===== src/rtl/ex_pkg.sv =====
// Shared definitions for the execute-stage core: widths, ALU opcodes, dest selects.
package ex_pkg;

  localparam int unsigned EX_WIDTH = 32;
  localparam int unsigned EX_RAW   = 5;
  localparam int unsigned EX_LINK  = 31;

  localparam int unsigned ALU_OP_W = 4;
  localparam int unsigned DST_SEL_W = 2;

  // ALU operation encodings
  localparam logic [ALU_OP_W-1:0] ALU_ADD   = 4'b0000;
  localparam logic [ALU_OP_W-1:0] ALU_SUB   = 4'b0001;
  localparam logic [ALU_OP_W-1:0] ALU_AND   = 4'b0010;
  localparam logic [ALU_OP_W-1:0] ALU_OR    = 4'b0011;
  localparam logic [ALU_OP_W-1:0] ALU_XOR   = 4'b0100;
  localparam logic [ALU_OP_W-1:0] ALU_NOR   = 4'b0101;
  localparam logic [ALU_OP_W-1:0] ALU_SLT   = 4'b0110;
  localparam logic [ALU_OP_W-1:0] ALU_SLTU  = 4'b0111;
  localparam logic [ALU_OP_W-1:0] ALU_SLL   = 4'b1000;
  localparam logic [ALU_OP_W-1:0] ALU_SRL   = 4'b1001;
  localparam logic [ALU_OP_W-1:0] ALU_SRA   = 4'b1010;
  localparam logic [ALU_OP_W-1:0] ALU_LUI   = 4'b1011;
  localparam logic [ALU_OP_W-1:0] ALU_LINK  = 4'b1100;
  localparam logic [ALU_OP_W-1:0] ALU_PASSB = 4'b1101;

  // Destination register select encodings
  localparam logic [DST_SEL_W-1:0] DST_RT   = 2'b00;
  localparam logic [DST_SEL_W-1:0] DST_RD   = 2'b01;
  localparam logic [DST_SEL_W-1:0] DST_LINK = 2'b10;
  localparam logic [DST_SEL_W-1:0] DST_ZERO = 2'b11;

endpackage


===== src/rtl/ex_alu.sv =====
// Combinational ALU for the execute stage; shift amount is the low log2(WIDTH) bits of op_b.
module ex_alu
  import ex_pkg::*;
#(
  parameter int unsigned WIDTH = EX_WIDTH
) (
  input  logic [WIDTH-1:0]    op_a,
  input  logic [WIDTH-1:0]    op_b,
  input  logic [ALU_OP_W-1:0] op_sel,
  output logic [WIDTH-1:0]    result_c
);

  localparam int unsigned SH_W = $clog2(WIDTH);

  logic [SH_W-1:0] sh;
  logic            lt_s;
  logic            lt_u;

  assign sh   = op_b[SH_W-1:0];
  assign lt_s = $signed(op_a) < $signed(op_b);
  assign lt_u = op_a < op_b;

  // Operation decode; unused encodings produce zero
  always_comb begin
    result_c = '0;
    unique case (op_sel)
      ALU_ADD:   result_c = op_a + op_b;
      ALU_SUB:   result_c = op_a - op_b;
      ALU_AND:   result_c = op_a & op_b;
      ALU_OR:    result_c = op_a | op_b;
      ALU_XOR:   result_c = op_a ^ op_b;
      ALU_NOR:   result_c = ~(op_a | op_b);
      ALU_SLT:   result_c = WIDTH'(lt_s);
      ALU_SLTU:  result_c = WIDTH'(lt_u);
      ALU_SLL:   result_c = op_a << sh;
      ALU_SRL:   result_c = op_a >> sh;
      ALU_SRA:   result_c = WIDTH'($signed(op_a) >>> sh);
      ALU_LUI:   result_c = op_b << 16;
      ALU_LINK:  result_c = op_a + WIDTH'(4);
      ALU_PASSB: result_c = op_b;
      default:   result_c = '0;
    endcase
  end

endmodule


===== src/rtl/ex_unit_core.sv =====
// Execute-stage core: ALU, destination selector and branch compare, all registered once.
module ex_unit_core
  import ex_pkg::*;
#(
  parameter int unsigned WIDTH    = EX_WIDTH,
  parameter int unsigned RAW      = EX_RAW,
  parameter int unsigned LINK_REG = EX_LINK
) (
  input  logic             clk,
  input  logic             rst,
  input  logic             en,
  input  logic             valid_in,
  input  logic [WIDTH-1:0] op_a,
  input  logic [WIDTH-1:0] op_b,
  input  logic [3:0]       op_sel,
  input  logic [WIDTH-1:0] cmp_a,
  input  logic [WIDTH-1:0] cmp_b,
  input  logic             cmp_ne,
  input  logic [RAW-1:0]   rt,
  input  logic [RAW-1:0]   rd,
  input  logic [1:0]       dst_sel,
  output logic [WIDTH-1:0] alu_result,
  output logic [RAW-1:0]   dst_reg,
  output logic             br_taken,
  output logic             valid_out
);

  logic [WIDTH-1:0] alu_res_c;
  logic [RAW-1:0]   dst_c;
  logic             eq_c;

  logic [WIDTH-1:0] alu_result_d, alu_result_q;
  logic [RAW-1:0]   dst_reg_d,    dst_reg_q;
  logic             br_taken_d,   br_taken_q;
  logic             valid_out_d,  valid_out_q;

  ex_alu #(
    .WIDTH (WIDTH)
  ) u_alu (
    .op_a     (op_a),
    .op_b     (op_b),
    .op_sel   (op_sel),
    .result_c (alu_res_c)
  );

  // Destination register selection
  always_comb begin
    dst_c = '0;
    unique case (dst_sel)
      DST_RT:   dst_c = rt;
      DST_RD:   dst_c = rd;
      DST_LINK: dst_c = RAW'(LINK_REG);
      DST_ZERO: dst_c = '0;
      default:  dst_c = '0;
    endcase
  end

  assign eq_c = (cmp_a == cmp_b);

  // Next-state: load fresh results when enabled, otherwise hold (stall)
  always_comb begin
    alu_result_d = alu_result_q;
    dst_reg_d    = dst_reg_q;
    br_taken_d   = br_taken_q;
    valid_out_d  = valid_out_q;
    if (en) begin
      alu_result_d = alu_res_c;
      dst_reg_d    = dst_c;
      br_taken_d   = cmp_ne ? ~eq_c : eq_c;
      valid_out_d  = valid_in;
    end
  end

  // Output registers; synchronous reset overrides enable
  always_ff @(posedge clk) begin
    if (rst) begin
      alu_result_q <= '0;
      dst_reg_q    <= '0;
      br_taken_q   <= 1'b0;
      valid_out_q  <= 1'b0;
    end else begin
      alu_result_q <= alu_result_d;
      dst_reg_q    <= dst_reg_d;
      br_taken_q   <= br_taken_d;
      valid_out_q  <= valid_out_d;
    end
  end

  assign alu_result = alu_result_q;
  assign dst_reg    = dst_reg_q;
  assign br_taken   = br_taken_q;
  assign valid_out  = valid_out_q;

endmodule


===== config.mk =====
export PLATFORM = sky130hd
export DESIGN_NAME = ex_unit_core
export DESIGN_NICKNAME = d
export VERILOG_FILES = /design/src/rtl/ex_pkg.sv /design/src/rtl/ex_alu.sv /design/src/rtl/ex_unit_core.sv
export SDC_FILE = /design/constraint.sdc
export NUM_CORES = 1
export LEC_CHECK = 0
export CAP_MARGIN = 20
export CORE_MARGIN = 8
export CORE_UTILIZATION = 38
export CTS_BUF_LIST = sky130_fd_sc_hd__clkbuf_2
export CTS_CLUSTER_DIAMETER = 30
export DETAILED_ROUTE_END_ITERATION = 7
export GPL_TIMING_DRIVEN = 1
export MAX_ROUTING_LAYER = met4
export PLACE_DENSITY = 0.69
export SYNTH_ARGS = -nofsm -noshare
export SYNTH_HDL_FRONTEND = slang
export SYNTH_SLANG_ARGS = --single-unit

===== constraint.sdc =====
create_clock -name clk -period 5.3 [get_ports clk]
set_input_delay 1.06 -clock clk [delete_from_list [all_inputs] [get_ports clk]]
set_output_delay 1.06 -clock clk [all_outputs]
set_load 0.005 [all_outputs]

==> flow_metrics.tcl, run 1 <==
set metrics [dict create \
    pin_count 188 \
    finalCriticalPeriod_ps 4297 \
    synth.distinct_cells 98 \
    final_common_cell "nand2_1" \
    cp.required_ps 5760 \
    slew_violations 0 \
    finalHoldViolCount 0 \
    power.density_mw_per_mm2 139.8 \
    critPathArrivalTime_ps 4760 \
    synth_cells 1740 \
    internal_power_mw 1.020 \
    final_cell_mix "202 x nand2_1, 182 x clkdlybuf4s50_1, 139 x a21oi_1, 135 x nor2_1, 122 x o21ai_0" \
    drtIter0Drc 2103 \
    grt-busiest-layer "met2" \
    peakVddDrop_uv 82.75 \
    ant_nets 0 \
    clk_latency_ps 540 \
    finalSetupViolCount 0 \
    worst_slew_pin_slew_ps 905.9 \
    wirelength_mm 67.56 \
    p_sw_mw 1.054 \
    htreeDepth 2 \
    synth.net_count 1994 \
    grt_pass1_vias 14572 \
    wire_per_inst_um 29.46 \
    coreArea_mm2 0.03164 \
    post-route-util_pct 46.90 \
    io_buffers 187 \
    die_h_um 195.4 \
    ys.flop_type "dfxtp_1" \
    max_freq_mhz 232.7 \
    clk_pin_slew_ps 280 \
    worst_setup_path_end_kind "register" \
    synth.avg_cell_area_um2 7.025 \
    holdBufCountCts 0 \
    hold_path_class "reg -> reg" \
    firstDrtPassIters 8 \
    viasPerCell 6.762 \
    cts_tree "built" \
    fin_tns_setup_ps 0 \
    grt_usage_pct 34.78 \
    worstPathMaxFanout 4 \
    cts-root-buf "clkbuf_2" \
    rows 65 \
    p_sw_share_pct 50.82 \
    grt_max_degree 71 \
    seq_power_share_pct 16.5 \
    use_met1_pct 43.88 \
    postCtsSetupBuffers 0 \
    cts.sinks 39 \
    place_ws_ps 539.3 \
    grt_overflow 0 \
    cts_buffer_depth 2 \
    synth-edff-count 0 \
    grt_first_pass_wirelength_mm 98.67 \
    setup.worst_path.start_class "primary input" \
    critPathKind "in -> reg" \
    status "finished, final reports clean" \
    fin_crit_sh_pct 81.08 \
    nets 2143 \
    comb_power_share_pct 70.0 \
    start_util_pct 38.64 \
    drive_gt1_share_pct 11.43 \
    async_flop_share_pct 0 \
    vias 15506 \
    drc 0 \
    largest_reg_flops 32 \
    die_x_um 195.4 \
    maxSlewHeadroom_pct 39.39 \
    area_growth_pct 21.38 \
    fin_ws_ps 1003 \
    ys_seq_area_share_pct 6.387 \
    cts_buffers 5 \
    synth_seq_cells 39 \
    synth_area_mm2 0.01222 \
    rsz0062_at_grt "false" \
    grt_util_met3_pct 6.465 \
    dieArea_mm2 0.03816 \
    fillers 3267 \
    antenna_found_initial 1 \
    design_power_total_mw 2.074 \
    leakage_nw 6.001 \
    grtUsageMet2_pct 53.44 \
    clock_skew_ps 0 \
    maxCapViolations 0 \
    p_clk_share_pct 13.5 \
    gp_congestion 1.035 \
    yosysWarnings 0 \
    hold_slack_ps 483.5 \
    dp_hpwl_mm 53.83 \
    cts_resized 0 \
]
area by class of cell:
cell class | count | area (um2) | share of cell area (%)
Antenna cell | 1 | 2.502 | 0.01686
Clock buffer | 6 | 30.03 | 0.2024
Clock inverter | 2 | 60.06 | 0.4048
Inverter | 105 | 394.1 | 2.656
Multi-Input combinational cell | 1446 | 10410 | 70.12
Sequential cell | 39 | 780.7 | 5.262
Tap cell | 402 | 503.0 | 3.390
Timing Repair Buffer | 292 | 2663 | 17.94
critical path: stages:
cell and delay (ps):
clkdlybuf4s50_1 550, inv_1 110, ha_1 240, fa_1 410
nor2_1 260, o311ai_4 150, a31oi_2 310, a21oi_1 200
nor3b_1 430, nor3_1 130, xnor2_1 220, a221oi_1 540
o22ai_1 140
worst paths after layout:
check | from | to | slack [ps] | depth (start not counted)
setup reg to reg | alu_result[27]$_SDFFE_PP0P_ | alu_result[27]$_SDFFE_PP0P_ | 3260 | 6
hold reg to reg | dst_reg[0]$_SDFFE_PP0P_ | dst_reg[0]$_SDFFE_PP0P_ | 480 | 2
setup / recovery | op_a[0] | alu_result[24]$_SDFFE_PP0P_ | 1000 | 13
hold / removal | dst_reg[0]$_SDFFE_PP0P_ | dst_reg[0]$_SDFFE_PP0P_ | 480 | 2
metal layers:
layer / vias up / routed length [um]
li1: 6805 / -
met5: - / 0
met4: 0 / 3850
met3: 196 / 7037
met1: 7397 / 26850
met2: 1108 / 29830
cells in the mapped netlist (all sizes together), types with 23 or more instances:
| library cell | n | area share, % |
|---|---|---|
| nand4 | 29 | 1.7 |
| mux2i | 70 | 5.8 |
| a31oi | 26 | 1.4 |
| mux2 | 26 | 2.4 |
| buf | 67 | 2.9 |
| clkbuf | 83 | 2.6 |
| o22ai | 23 | 1.2 |
| a21oi | 139 | 5.7 |
| nor2 | 137 | 4.2 |
| nor3 | 43 | 2.0 |
| xnor2 | 38 | 2.8 |
| xor2 | 37 | 2.7 |
| a221oi | 38 | 2.9 |
| mux4 | 37 | 6.9 |
| dfxtp | 39 | 6.4 |
| nand2 | 203 | 6.3 |
| nand3 | 49 | 2.0 |
| ha | 103 | 11 |
| inv | 104 | 3.2 |
| o21ai | 127 | 5.2 |
| a22oi | 26 | 1.6 |
power by group through the flow:
| stage | Combinational (mW) | Sequential (mW) | Clock (mW) |
|---|---|---|---|
| 6_report | 1.45 | 0.342 | 0.281 |
| 3_5_place_dp | 1.40 | 0.346 | 0 |
| 3_3_place_gp | 1.40 | 0.347 | 0 |
| 5_1_grt | 1.53 | 0.343 | 0.288 |
| 4_1_cts | 1.41 | 0.341 | 0.280 |
| 2_1_floorplan | 0.821 | 0.337 | 0 |
kinds of logic (layout without fill, tap and decap cells):
logic type               count (synthesis)  after routing  share of synthesized area [%]
AO/OA/AOI/OAI                          577            577                          32.00
XOR/XNOR                                75             75                          5.435
adder cells (fa/ha/maj)                105            105                          10.87
buffers and inverters                  255            405                          8.741
flip-flops                              39             39                          6.387
multiplexers                           133            133                          15.14
other                                    0              1                              0
AND/OR/NAND/NOR                        556            556                          21.43
metrics by stage:
step,std cells,instance area [um2]
after floorplan,1740,12220
after global placement,2284,14750
after detailed placement,2284,14750
after CTS,2292,14840
after global routing,2292,14840
final,2293,14840
(Power assumes the default switching activity.)
==> run 2, diff against run 1 <==
Clock period 5.3 ns to 4.15 ns, I/O delays scaled along.
==> run 2 against run 1 <==
  * The flow now finishes with violations (design-rule violations)
  * Register-to-register slack worse by 1100 ps
  * Cell area up 7.8%
  * Wire length up 5.1%
  * Worst hold slack better by 14 ps
  * Non-clock buffer count up 153
  * Final cell count up 6.8%
  * Via count up 3.5%
  * Critical path type unchanged
  * Critical endpoint is now alu_result[28]$_SDFFE_PP0P_
  * Largest cell class unchanged
==> flow_metrics.tcl, run 2 (synthesis gave the netlist of run 1 again) <==
set metrics [dict create \
    holdBufCountCts 0 \
    finalSetupViolCount 0 \
    dieArea_mm2 0.03816 \
    status "complete, but fails checks" \
    grt_max_degree 70 \
    cts_buffer_depth 2 \
    worstPathMaxFanout 4 \
    htreeDepth 2 \
    drive_gt1_share_pct 18.06 \
    vias 16045 \
    stdcell_area_mm2 0.01599 \
    final_cell_mix "253 x buf_4, 202 x nand2_1, 182 x clkdlybuf4s50_1, 139 x a21oi_1, 135 x nor2_1" \
    final_common_cell "buf_4" \
    hold_path_class "reg -> reg" \
    rr_startpoint "alu_result[27]$_SDFFE_PP0P_" \
    slew_violations 0 \
    place_area_mm2 0.01594 \
    maxCapViolations 0 \
    clk_latency_ps 570 \
    cts-root-buf "clkbuf_2" \
    worst_slew_pin_slew_ps 855.1 \
    grt_usage_pct 36.43 \
    leakage_nw 6.740 \
    worst_setup_path_end_kind "register" \
    clk_pin_slew_ps 290 \
    finalHoldViolCount 0 \
    nets 2296 \
    firstDrtPassIters 8 \
    rsz0062_at_grt "false" \
    viasPerCell 6.554 \
    die_h_um 195.4 \
    rows 65 \
    antenna_found_initial 3 \
    cts_buffers 5 \
    ant_nets 0 \
    peakVddDrop_uv 95.59 \
    max_freq_mhz 261.1 \
    io_buffers 187 \
    gp_congestion 1.045 \
    finalCriticalPeriod_ps 3830 \
    r2r_slack_ps 2160 \
    area_growth_pct 30.84 \
    maxSlewHeadroom_pct 42.39 \
    power.density_mw_per_mm2 169.2 \
    cts_resized 0 \
    drtIter0Drc 2254 \
    grt_overflow 0 \
    drc 5 \
    grt_pass1_vias 15208 \
    die_x_um 195.4 \
    start_util_pct 38.64 \
    wirelength_mm 71.00 \
    crit_start "op_a[1]" \
    wire_per_inst_um 29.00 \
    largest_reg_flops 32 \
    clock_skew_ps 0 \
    fin_crit_sh_pct 92.28 \
    critPathArrivalTime_ps 4280 \
    grt_first_pass_wirelength_mm 102.8 \
    post-route-util_pct 50.56 \
    postCtsSetupBuffers 0 \
    cts_tree "built" \
    cts.sinks 39 \
    pin_count 188 \
    violations "design-rule violations" \
    setup.worst_path.start_class "primary input" \
    min_from "alu_result[10]$_SDFFE_PP0P_" \
    coreArea_mm2 0.03164 \
    dp_hpwl_mm 57.90 \
    critPathKind "in -> reg" \
    cp.required_ps 4600 \
    hold_slack_ps 497.6 \
]
==> run 2: cell count changes in the layout (fill, tap and decap cells not counted) <==
| cell | change |
|---|---|
| clkinv_2 | +1 |
| bufinv_16 | -2 |
| buf_12 | +4 |
| clkinvlp_4 | +1 |
| diode_2 | +2 |
| buf_4 | +149 |
==> run 2: critical path, stage by stage <==
cell and delay (ps):
clkdlybuf4s50_1 480, inv_1 110, buf_4 150, fa_1 460, nor2b_1 200, o2111ai_1 190, a31oi_1 220, buf_4 150
o21a_1 250, a311o_1 370, nand3_1 120, a21o_1 210, a2111oi_0 400, o22ai_1 130
==> run 2: area by class of cell <==
type                    count  area, um2
fillers                  3195      15640
multi-input cells        1446      10410
repair buffers            445       3861
flip-flops and latches     39      780.7
well taps                 402      503.0
inverters                 105      394.1
clock buffers               6      30.03
clock inverters             2      12.51
diodes                      3      7.507
==> run 2: per-layer routing <==
layer	part of all wire (%)	global-route usage [%]	vias to the layer above	wire [um]
met3	9.7	5.829	183	6913
met4	4.3	12.89	0	3041
met2	44	56.31	1040	31410
met5	0	-	-	0
li1	-	-	7104	-
met1	42	47.61	7718	29630
==> run 2: power by group <==
part | switching (mW) | internal, mW | leakage [nW]
registers | 0.0292 | 0.405 | 0.321
clock network | 0.197 | 0.0426 | 0.0290
logic | 1.17 | 0.863 | 6.39
==> run 2: path summary, 6_finish.rpt <==
kind / end / depth (start not counted)
worst min-delay path: alu_result[10]$_SDFFE_PP0P_ / 2
worst max register to register: alu_result[27]$_SDFFE_PP0P_ / 7
worst max-delay path: alu_result[28]$_SDFFE_PP0P_ / 14
worst min register to register: alu_result[10]$_SDFFE_PP0P_ / 2
==> run 2: stage by stage <==
step	worst slack (ps)	TNS, ps	total power, mW	std cells
final	320.2	0	2.706	2448
after detailed placement	-126.3	-696.2	2.402	2437
after global placement	-110.7	-496.9	2.407	2437
after floorplan	239.5	0	1.479	1740
after global routing	247.2	0	2.823	2448
after CTS	460.9	0	2.644	2445
